--- src/rtl/cdb_arbiter.sv ---
// Round-robin arbiter and registered broadcast stage for the Common Data Bus.
// Grant is combinational; the granted slice is captured into the CDB register on the next edge.

`ifndef ROB_ID_WIDTH
`define ROB_ID_WIDTH 4
`endif

module cdb_arbiter #(
    parameter int NUM_SRC = 3,
    parameter int ROB_W   = `ROB_ID_WIDTH,
    parameter int DATA_W  = 32
) (
    input  logic                      clk,
    input  logic                      rst,
    input  logic                      flush_i,
    input  logic [NUM_SRC-1:0]        req_valid_i,
    input  logic [NUM_SRC*ROB_W-1:0]  req_rob_id_i,
    input  logic [NUM_SRC*DATA_W-1:0] req_value_i,
    input  logic [NUM_SRC*DATA_W-1:0] req_target_i,
    input  logic [NUM_SRC-1:0]        req_taken_i,
    output logic [NUM_SRC-1:0]        grant_o,
    output logic                      cdb_valid_o,
    output logic [ROB_W-1:0]          cdb_rob_id_o,
    output logic [DATA_W-1:0]         cdb_value_o,
    output logic [DATA_W-1:0]         cdb_target_o,
    output logic                      cdb_taken_o,
    output logic [1:0]                cdb_src_o
);

    localparam int SRC_W = 2;

    logic [SRC_W-1:0]   r_ptr;
    logic               r_cdb_valid;
    logic [ROB_W-1:0]   r_cdb_rob_id;
    logic [DATA_W-1:0]  r_cdb_value;
    logic [DATA_W-1:0]  r_cdb_target;
    logic               r_cdb_taken;
    logic [SRC_W-1:0]   r_cdb_src;

    logic               w_any;
    logic [SRC_W-1:0]   w_gnt_idx;
    logic [NUM_SRC-1:0] w_grant;
    logic [SRC_W-1:0]   w_ptr_nxt;
    logic [ROB_W-1:0]   w_sel_rob_id;
    logic [DATA_W-1:0]  w_sel_value;
    logic [DATA_W-1:0]  w_sel_target;
    logic               w_sel_taken;

    // Pick the valid source with the smallest rotated distance from the pointer.
    always_comb begin : arbitrate
        int best_d;
        int d;
        best_d    = NUM_SRC;
        d         = 0;
        w_gnt_idx = '0;
        w_any     = 1'b0;
        for (int j = 0; j < NUM_SRC; j++) begin
            d = j - int'(r_ptr);
            if (d < 0) begin
                d = d + NUM_SRC;
            end
            if (req_valid_i[j] && (d < best_d)) begin
                best_d    = d;
                w_gnt_idx = SRC_W'(j);
                w_any     = 1'b1;
            end
        end
        if (flush_i || !rst) begin
            w_any = 1'b0;
        end
    end

    always_comb begin
        w_grant = '0;
        for (int j = 0; j < NUM_SRC; j++) begin
            w_grant[j] = w_any && (w_gnt_idx == SRC_W'(j));
        end
    end

    // Only the granted slice reaches the register, so X on idle slices stays out.
    always_comb begin
        w_sel_rob_id = '0;
        w_sel_value  = '0;
        w_sel_target = '0;
        w_sel_taken  = 1'b0;
        for (int j = 0; j < NUM_SRC; j++) begin
            if (w_grant[j]) begin
                w_sel_rob_id = req_rob_id_i[j*ROB_W +: ROB_W];
                w_sel_value  = req_value_i[j*DATA_W +: DATA_W];
                w_sel_target = req_target_i[j*DATA_W +: DATA_W];
                w_sel_taken  = req_taken_i[j];
            end
        end
    end

    always_comb begin
        if (w_gnt_idx == SRC_W'(NUM_SRC - 1)) begin
            w_ptr_nxt = '0;
        end else begin
            w_ptr_nxt = w_gnt_idx + SRC_W'(1);
        end
    end

    always_ff @(posedge clk or negedge rst) begin
        if (!rst) begin
            r_ptr        <= '0;
            r_cdb_valid  <= 1'b0;
            r_cdb_rob_id <= '0;
            r_cdb_value  <= '0;
            r_cdb_target <= '0;
            r_cdb_taken  <= 1'b0;
            r_cdb_src    <= '0;
        end else if (w_any) begin
            r_ptr        <= w_ptr_nxt;
            r_cdb_valid  <= 1'b1;
            r_cdb_rob_id <= w_sel_rob_id;
            r_cdb_value  <= w_sel_value;
            r_cdb_target <= w_sel_target;
            r_cdb_taken  <= w_sel_taken;
            r_cdb_src    <= w_gnt_idx;
        end else begin
            r_cdb_valid  <= 1'b0;
        end
    end

    assign grant_o      = w_grant;
    assign cdb_valid_o  = r_cdb_valid;
    assign cdb_rob_id_o = r_cdb_rob_id;
    assign cdb_value_o  = r_cdb_value;
    assign cdb_target_o = r_cdb_target;
    assign cdb_taken_o  = r_cdb_taken;
    assign cdb_src_o    = r_cdb_src;

endmodule
--- config.mk ---
export PLATFORM = sky130hd
export DESIGN_NAME = cdb_arbiter
export DESIGN_NICKNAME = d
export VERILOG_FILES = /design/src/rtl/cdb_arbiter.sv
export SDC_FILE = /design/constraint.sdc
export NUM_CORES = 1
export LEC_CHECK = 0
export CAP_MARGIN = 10
export CORE_UTILIZATION = 35
export DETAILED_ROUTE_END_ITERATION = 16
export PLACE_DENSITY_LB_ADDON = 0.3
export SLEW_MARGIN = 40
export SYNTH_ARGS = -nofsm -noshare
export SYNTH_HDL_FRONTEND = slang
export SYNTH_SLANG_ARGS = --single-unit
--- constraint.sdc ---
create_clock -name clk -period 4.4 [get_ports clk]
set_input_delay 0.88 -clock clk [delete_from_list [all_inputs] [get_ports clk]]
set_output_delay 0.88 -clock clk [all_outputs]
set_load 0.05 [all_outputs]
Word level (Yosys, flattened, before mapping)
Index checks and enable logic that the tools add are counted.

operators by class
  $add $sub $neg = 7
  multipliers = 0
  div/mod/pow operators = 0
  order comparisons = 6
  equality and inequality tests = 2
  shifts and indexed selects = 0
  mux-type cells = 25
  bitwise logic cells = 0
  reduce and logical (&&, ||, !) cells = 9

operators with widths
  kind                                                                            number
  32-bit 2-to-1 mux                                                               11
  32-bit less-than comparator                                                     2
  32-bit by 3-bit less-than comparator with 1-bit output (second input constant)  1
  3-bit by 3-bit adder with 4-bit output (second input constant)                  3
  4-bit 2-to-1 mux                                                                3
  3-bit by 1-bit less-than comparator with 1-bit output (second input constant)   3
  1-bit 2-to-1 mux                                                                9
  1-bit logical AND                                                               6
  1-bit by 2-bit subtractor with 3-bit output (first input constant)              2
  2-bit 2-to-1 mux                                                                2
  2-bit by 2-bit subtractor with 3-bit output (first input constant)              1
  2-bit by 1-bit adder with 2-bit output (second input constant)                  1
  2-bit by 1-bit equality test with 1-bit output (second input constant)          1
  2-bit equality test (second input constant)                                     1
  2-bit logical NOT                                                               1
  1-bit logical NOT                                                               1
  1-bit logical OR                                                                1

word-level totals
  register bits after elaboration = 74
  latch bits = 0
  memory bits (writable) = 0
  bits in read-only memories = 0
  bits of input ports = 213
  output and inout bits = 75
  logic and storage cells = 56
  memories kept = 0

Longest topological paths before layout
Gate-level depths: netlist of run 1.

  depth after elaboration = 17
  depth in mapped cells = 19
  gate-level depth less buffers = 15

Worst setup path before layout of run 1
No wires, ideal clock.

  path kind = input-to-output
  from = input port req_valid_i[0]
  to = output port grant_o[0]
  arrival time = 4346 ps
  required time = 3520 ps
  path slack = -826 ps
  stages = 14
  buffers on the path = 2
  cell sequence = inv_1 -> nor2_1 -> ha_1 -> o21ai_0 -> a31oi_1 -> nand2b_1 -> buf_2 -> buf_1 -> o21ai_0 -> ha_1 -> o21ai_0 -> a21oi_1 -> o21ai_0 -> nor4_1

on the way
  longest elaborated chain between the ends = 10
  elaborated cells on any way between the ends = 15
  those cells by class = 2 x order compare; 8 x mux; 5 x reduce/logical

ends and longest elaborated chain
  element                                                line    text
  start, declared                                        16      input logic [NUM_SRC-1:0] req_valid_i,
  1-bit logical AND (*)                                  62      if (req_valid_i[j] && (d < best_d)) begin
  32-bit 2-to-1 mux                                      62
  32-bit less-than comparator                            62
  1-bit logical AND                                      62
  32-bit 2-to-1 mux                                      62
  32-bit less-than comparator                            62
  1-bit logical AND                                      62
  1-bit 2-to-1 mux or 2-bit 2-to-1 mux (tied branches)   62
  1-bit 2-to-1 mux or 2-bit logical NOT (tied branches)  68, 76
  1-bit logical AND (*)                                  76      w_grant[j] = w_any && (w_gnt_idx == SRC_W'(j));
  end, declared                                          21      output logic [NUM_SRC-1:0] grant_o,

Every way passes the cells marked *; elsewhere a longest branch is shown, timed or not.

Worst setup path in the final report of run 1
  from = register r_ptr[0]
  to = output port grant_o[2]

on the way
  longest elaborated chain between the ends = 14
  elaborated cells on any way between the ends = 28
  those cells by class = 6 x add/sub; 6 x order compare; 1 x eq/ne; 11 x mux; 4 x reduce/logical

ends and longest elaborated chain
  element                                                                                                          line    text
  start, declared                                                                                                  32      logic [SRC_W-1:0] r_ptr;
  start signal, assigned                                                                                           114     r_ptr <= w_ptr_nxt;
  1-bit by 2-bit subtractor with 3-bit output                                                                      58      d = j - int'(r_ptr);
  3-bit by 3-bit adder with 4-bit output or 3-bit by 1-bit less-than comparator with 1-bit output (tied branches)  60, 59
  32-bit 2-to-1 mux                                                                                                59      if (d < 0) begin
  32-bit by 3-bit less-than comparator with 1-bit output                                                           62
  1-bit logical AND                                                                                                62
  32-bit 2-to-1 mux                                                                                                62
  32-bit less-than comparator                                                                                      62
  1-bit logical AND                                                                                                62
  32-bit 2-to-1 mux                                                                                                62
  32-bit less-than comparator                                                                                      62
  1-bit logical AND                                                                                                62
  2-bit 2-to-1 mux or 1-bit 2-to-1 mux (tied branches)                                                             62
  2-bit equality test or 1-bit 2-to-1 mux (tied branches)                                                          76, 68
  1-bit logical AND (*)                                                                                            76

Marked as above.

==> flow_metrics.py, run 1 <==
metrics = {
    "cts": {
        "clkSinkCount": 73,
        "cts_tree": "yes",
        "cts_made_buffers": 9,
        "htree_num_levels": 3,
        "cts_root_buffer": "clkbuf_16",
        "path_clk_slew_ns": 0.06,
        "clockBufferDepth": 2,
        "clk_latency_ns": 0.34,
    },
    "timing": {
        "setup_tns_ns": 0,
        "setup_viol": 0,
        "period_share_pct": 94.6,
        "drv_slew": 0,
        "skew_ns": 0.00467,
        "hold_viol": 0,
        "maxSlewHeadroom_pct": 45.6,
        "worst_pin_slew_ns": 0.815,
        "grt_setup_unrepaired": "no",
        "fmax_mhz": 240,
        "min_period_ns": 4.16,
    },
    "logic_synthesis": {
        "synth_cells": 606,
        "yosysSeqAreaShare_pct": 38.1,
        "synth_enable_flop_cells": 0,
        "synth_area_um2": 4800,
        "synthFlopType": "dfrtp_1",
        "yosysTopAreaCell": "dfrtp_1",
        "synth_area_leaders": "dfrtp_1 (38%), a222oi_1 (14%), inv_1 (11%), nand2_1 (11%), a22oi_1 (11%)",
        "async_reset_ff_share_pct": 100,
        "synth_area_per_cell_um2": 7.92,
        "ys_types": 33,
        "synth_top_area_share_pct": 38.1,
        "synth_seq_cells": 73,
        "synth_warnings": 0,
        "syn-num-nets": 830,
    },
    "power": {
        "irDropWorstVdd_v": 0.000390,
        "p_per_area_nw_per_um2": 692,
        "power_leakage_nw": 4.00,
    },
    "routing": {
        "drt_iter0_drc": 533,
        "viasPerCell": 5.21,
        "drt-met1-wl_um": 7050,
        "drtPass1Iterations": 9,
        "routed_wl_um": 18100,
        "top_layer_used": "met4",
        "ant_nets": 0,
        "routed-via-count": 5534,
        "wl_per_cell_um": 17.0,
        "wl_met2_um": 8750,
        "dr_wl_met3_um": 1820,
        "drc": 0,
    },
    "grt": {
        "grt_pass1_vias": 5478,
        "grt_pass1_wl_um": 28400,
        "grtUsageTotal_pct": 25.6,
        "grt_max_degree": 73,
        "grt_overflow_total": 0,
        "antenna_found_initial": 0,
    },
    "finish": {
        "areaGrowthSynthToFinish_pct": 74.4,
        "layout_commonest_cell": "clkdlybuf4s50_1",
        "nFillCells": 1175,
        "antennaDiodeCount": 0,
        "utilization_pct": 62.9,
        "layout_common_cells": "clkdlybuf4s50_1 (282), inv_1 (144), nand2_1 (141)",
        "layout-drive-gt1-share_pct": 7.89,
        "nNetsFinal": 1106,
    },
    "placed_design": {
        "routabilityCongestion": 0.887,
        "port_buffers": 287,
        "dp.final_hpwl_um": 12300,
    },
    "worst_setup_path": {
        "cp.buffers_inverters": 1,
        "crit_fanout": 5,
        "end_kind": "output pin",
        "cpMostUsedCell": "ha_2",
        "worst-path-stages": 13,
        "slowest_delay_ns": 0.43,
        "ff2ff_path_depth": 16,
        "start_kind": "register",
        "cp_slowest_cell": "dfrtp_1",
        "critical_path.top_delay_family": "compound AO/OA/AOI/OAI gates",
        "criticalPathCategory": "register to output pin",
        "crit_arrival_ns": 3.28,
        "path_cells": "ha_2 -> and2_1 -> ha_1 -> o21ai_4 -> a31oi_2 -> nand2b_4 -> o21ai_0 -> ha_2 -> nor2_1 -> nand3_1 -> a311o_1 -> a21oi_4 -> buf_12",
        "worstPathRequired_ns": 3.52,
    },
    "die": {
        "die_w_um": 119,
        "io_pins": 288,
        "start_util_pct": 36.1,
        "num_rows": 42,
        "core_area_um2": 13300,
        "fp.dieArea_um2": 14200,
        "die_h_um": 119,
    },
    "status": {
        "status": "finished, final reports clean",
    },
    "job": {
        "cap_violations": 0,
    },
    "hold_path": {
        "hold_path.class": "primary input to async pin",
    },
}
-- area by class of cell --
| cell class | count | area, um2 | share of cell area (%) |
|---|---|---|---|
| repair buffers | 318 | 3160 | 37.8 |
| multi-input cells | 335 | 2290 | 27.4 |
| flip-flops and latches | 73 | 1830 | 21.8 |
| inverters | 145 | 544 | 6.50 |
| clock buffers | 14 | 264 | 3.15 |
| well taps | 176 | 220 | 2.63 |
| clock inverters | 2 | 60.1 | 0.718 |
-- metal layers --
| metal | track usage [%] | up-vias |
|---|---|---|
| met5 | 0 | - |
| met4 | 10.8 | 0 |
| met3 | 8.19 | 31 |
| met2 | 44.3 | 276 |
| met1 | 28.8 | 2585 |
| li1 | - | 2642 |
-- cell usage after synthesis (2+ instances only) --
library cell    n
a21o_1          2
a21oi_1         4
a222oi_1       69
a22oi_1        68
a31oi_1         3
and2_1          2
buf_1           4
buf_2           9
buf_6           8
clkbuf_1       31
dfrtp_1        73
ha_1           11
inv_1         145
nand2_1       141
nand2b_1        5
nand3_1         3
nor2_1          4
nor2b_1         4
o21ai_0         6
-- path summary, 6_finish.rpt --
| kind | startpoint | endpoint | slack (ns) |
|---|---|---|---|
| max in group asynchronous | rst | cdb_rob_id_o[3]$_DFFE_PN0P_ | 2.95 |
| worst min-delay path | rst | cdb_target_o[29]$_DFFE_PN0P_ | 0.45 |
| worst max register to register | r_ptr[0]$_DFFE_PN0P_ | cdb_rob_id_o[3]$_DFFE_PN0P_ | 0.39 |
| worst max-delay path | r_ptr[0]$_DFFE_PN0P_ | grant_o[2] | 0.24 |
| worst min register to register | cdb_src_o[1]$_DFFE_PN0P_ | cdb_src_o[1]$_DFFE_PN0P_ | 0.48 |
| min in group clk | cdb_src_o[1]$_DFFE_PN0P_ | cdb_src_o[1]$_DFFE_PN0P_ | 0.48 |
-- power breakdown --
part	internal (mW)	total [mW]	switching [mW]
clock	0.528	0.807	0.278
combinational	1.46	3.77	2.31
sequential	1.02	1.21	0.187
-- logic make-up (layout without fill, tap and decap cells) --
logic type / after synthesis / after routing / share of synthesized area [%]
buffers and inverters: 198 / 479 / 17.0
AO/OA/AOI/OAI: 157 / 157 / 27.6
flip-flops: 73 / 73 / 38.1
other: 1 / 1 / 0.0781
adder cells (fa/ha/maj): 11 / 11 / 2.87
AND/OR/NAND/NOR: 166 / 166 / 14.3
-- worst register-to-register path: stages (launching register included) --
cell,delay (ns)
dfrtp_1,0.43
ha_2,0.26
and2_1,0.19
ha_1,0.35
o21ai_4,0.08
a31oi_2,0.20
nand2b_4,0.18
o21ai_0,0.10
ha_2,0.21
nor2_1,0.10
nand3_1,0.10
a311o_1,0.40
a21oi_4,0.19
buf_4,0.14
buf_4,0.09
buf_4,0.61
a222oi_1,0.20
-- sequential cells by signal, summed over array words and instances (netlist names) --
name	flops
cdb_taken_o	1
cdb_valid_o	1
cdb_src_o	2
cdb_value_o	32
r_ptr	1
cdb_target_o	32
cdb_rob_id_o	4
-- metrics by stage --
step | std cells | hold WS (ns) | power (mW) | setup WS [ns] | area, um2
after floorplan | 606 | 0.562 | 3.55 | 0.0752 | 4820
after global placement | 1043 | 0.472 | 4.84 | -0.114 | 7940
after detailed placement | 1043 | 0.478 | 4.88 | -0.169 | 7940
after CTS | 1060 | 0.450 | 5.74 | 0.0141 | 8300
after global routing | 1063 | 0.470 | 6.10 | 0.0196 | 8370
final | 1063 | 0.453 | 5.79 | 0.237 | 8370
-- timing repair --
action	CTS	global route
gates cloned	0	0
setup buffers	1	3
pin swaps	4	7
hold buffers	0	0
endpoints found under the setup margin	3	43
gates resized for setup	7	12
Note: power is estimated with default switching activity, not from simulation.
==> run 2, diff against run 1 <==
--- a/config.mk
+++ b/config.mk
@@ -6,6 +6,7 @@
 export NUM_CORES = 1
 export LEC_CHECK = 0
 export CAP_MARGIN = 10
+export CORE_MARGIN = 5
 export CORE_UTILIZATION = 35
 export DETAILED_ROUTE_END_ITERATION = 16
 export PLACE_DENSITY_LB_ADDON = 0.3
==> constraint.sdc (replaced) <==
create_clock -name clk -period 3.8 [get_ports clk]
set_input_delay 0.76 -clock clk [delete_from_list [all_inputs] [get_ports clk]]
set_output_delay 0.76 -clock clk [all_outputs]
set_load 0.05 [all_outputs]
==> flow_metrics.py, run 2 (synthesis results as in run 1) <==
metrics = {
    "status": {
        "status": "finished with violations",
        "violations": "negative setup slack",
    },
    "die": {
        "die_h_um": 127,
        "fp.dieArea_um2": 16200,
        "num_rows": 42,
        "io_pins": 288,
        "start_util_pct": 36.0,
        "die_w_um": 127,
        "core_area_um2": 13300,
    },
    "worst_setup_path": {
        "worstPathRequired_ns": 3.04,
        "r2r_setup_slack_ns": 0.31,
        "r2r-start": "cdb_src_o[0]$_DFFE_PN0P_",
        "ff2ff_path_depth": 16,
        "start_kind": "register",
        "crit_arrival_ns": 3.07,
        "cpMostUsedCell": "ha_4",
        "cp.buffers_inverters": 2,
        "criticalPathCategory": "register to output pin",
        "path_cells": "inv_2 -> ha_4 -> and2_4 -> ha_4 -> o21ai_4 -> a31oi_4 -> nand2b_4 -> nand2_2 -> o21ai_2 -> ha_4 -> o21ai_2 -> a21oi_4 -> nand2b_2 -> and3_4 -> buf_12",
        "end_kind": "output pin",
        "cp_slowest_cell": "dfrtp_1",
        "slowest_delay_ns": 0.40,
        "crit_fanout": 4,
        "reg2reg_to": "cdb_target_o[28]$_DFFE_PN0P_",
        "critical_path.top_delay_family": "simple AND/OR/NAND/NOR gates",
    },
    "placed_design": {
        "routabilityCongestion": 0.880,
        "place_inst": 1048,
        "port_buffers": 287,
        "detailed_place.area_um2": 8080,
        "pre_cts_ws_ns": -0.408,
        "dp.final_hpwl_um": 13600,
    },
    "routing": {
        "drtPass1Iterations": 8,
        "drt_iter0_drc": 461,
        "drc": 0,
        "routed_wl_um": 19200,
        "wl_per_cell_um": 17.8,
        "routed-via-count": 5551,
        "viasPerCell": 5.15,
        "ant_nets": 0,
    },
    "cts": {
        "cts_root_buffer": "clkbuf_16",
        "path_clk_slew_ns": 0.06,
        "clockBufferDepth": 2,
        "htree_num_levels": 3,
        "cts_made_buffers": 9,
        "cts_tree": "yes",
        "clk_latency_ns": 0.33,
        "clkSinkCount": 73,
    },
    "finish": {
        "layout_commonest_cell": "clkdlybuf4s50_1",
        "final_area_um2": 8600,
        "layout_common_cells": "clkdlybuf4s50_1 (282), inv_1 (143), nand2_1 (140)",
        "nNetsFinal": 1120,
        "antennaDiodeCount": 0,
        "areaGrowthSynthToFinish_pct": 79.1,
        "stdcell_count": 1077,
        "nFillCells": 1181,
        "layout-drive-gt1-share_pct": 11.0,
    },
    "timing": {
        "min_period_ns": 3.83,
        "drv_slew": 0,
        "worst_slack_ns": -0.0269,
        "maxSlewHeadroom_pct": 45.2,
        "holdWs_ns": 0.348,
        "setup_tns_ns": -0.0331,
        "hold_viol": 0,
        "skew_ns": 0.00559,
        "fmax_mhz": 261,
        "setup_viol": 2,
        "grt_setup_unrepaired": "yes",
        "worst_pin_slew_ns": 0.822,
        "period_share_pct": 101,
    },
    "job": {
        "cap_violations": 0,
    },
    "power": {
        "power_leakage_nw": 4.08,
        "intPower_mw": 3.57,
        "p_per_area_nw_per_um2": 802,
        "clkPwrFrac_pct": 12.3,
        "power_switching_mw": 3.32,
        "switching_share_pct": 48.2,
        "seq_power_share_pct": 20.4,
        "comb_power_share_pct": 67.3,
        "irDropWorstVdd_v": 0.000392,
    },
    "grt": {
        "grt_overflow_total": 0,
        "grt_pass1_vias": 5642,
        "grt_max_degree": 73,
        "antenna_found_initial": 0,
        "grtUsageTotal_pct": 22.8,
        "grt_pass1_wl_um": 29500,
    },
    "hold_path": {
        "hold_path.class": "primary input to async pin",
    },
}
run 2: cell count changes in the layout (fill, tap and decap cells not counted), moves of 2 or more:
cell	previous run	this run
buf_4	30	38
buf_12	5	9
ha_4	1	5
ha_1	8	5
buf_6	0	2
clkinv_2	0	2
nor2_1	2	0
nor2_2	0	2
o21ai_2	1	3
run 2: final cells by class:
type	instances	area (um2)	area share, %
multi-input cells	335	2390	27.9
inverters	145	547	6.36
well taps	176	220	2.56
clock buffers	13	250	2.91
clock inverters	3	40.0	0.466
repair buffers	332	3320	38.6
flip-flops and latches	73	1830	21.3
run 2: through the flow:
| step | total power [mW] | utilization, % |
|---|---|---|
| after floorplan | 4.19 | - |
| after global placement | 5.73 | 60.5 |
| after detailed placement | 5.77 | 60.5 |
| after CTS | 6.80 | 63.8 |
| after global routing | 7.28 | 64.4 |
| final | 6.89 | 64.4 |
run 2: worst max path at each step:
stage | from | endpoint | slack (ns) | cells past startpoint
finish | cdb_src_o[0]$_DFFE_PN0P_ | grant_o[1] | -0.03 | 15
global route | cdb_src_o[0]$_DFFE_PN0P_ | grant_o[1] | -0.15 | 16
CTS | cdb_src_o[0]$_DFFE_PN0P_ | grant_o[2] | 0.005 | 14
detailed placement | req_valid_i[0] | cdb_target_o[28]$_DFFE_PN0P_ | -0.41 | 16
global placement | req_valid_i[0] | grant_o[1] | -0.30 | 15
floorplan | req_valid_i[0] | grant_o[0] | 0.009 | 14
run 2: power groups by stage:
stage,clock network (mW),logic [mW],registers [mW]
3_5_place_dp,0,4.36,1.41
3_3_place_gp,0,4.34,1.39
5_1_grt,0.901,4.92,1.46
2_1_floorplan,0,1.44,2.75
6_report,0.848,4.64,1.40
4_1_cts,0.864,4.53,1.41
run 2: repair_timing:
action	in CTS	in global routing
endpoints found under the setup margin	18	3
resized for setup	22	9
hold buffers	0	0
endpoints found under the hold margin	0	0
setup buffers	8	5
pin swaps	16	10
run 2: layer usage:
| layer | GRT usage (%) | wire length, um | up-vias |
|---|---|---|---|
| met3 | 7.18 | 1970 | 27 |
| met4 | 7.76 | 374 | 0 |
| li1 | - | - | 2678 |
| met2 | 38.4 | 9250 | 254 |
| met5 | 0 | 0 | - |
| met1 | 27.5 | 7580 | 2592 |
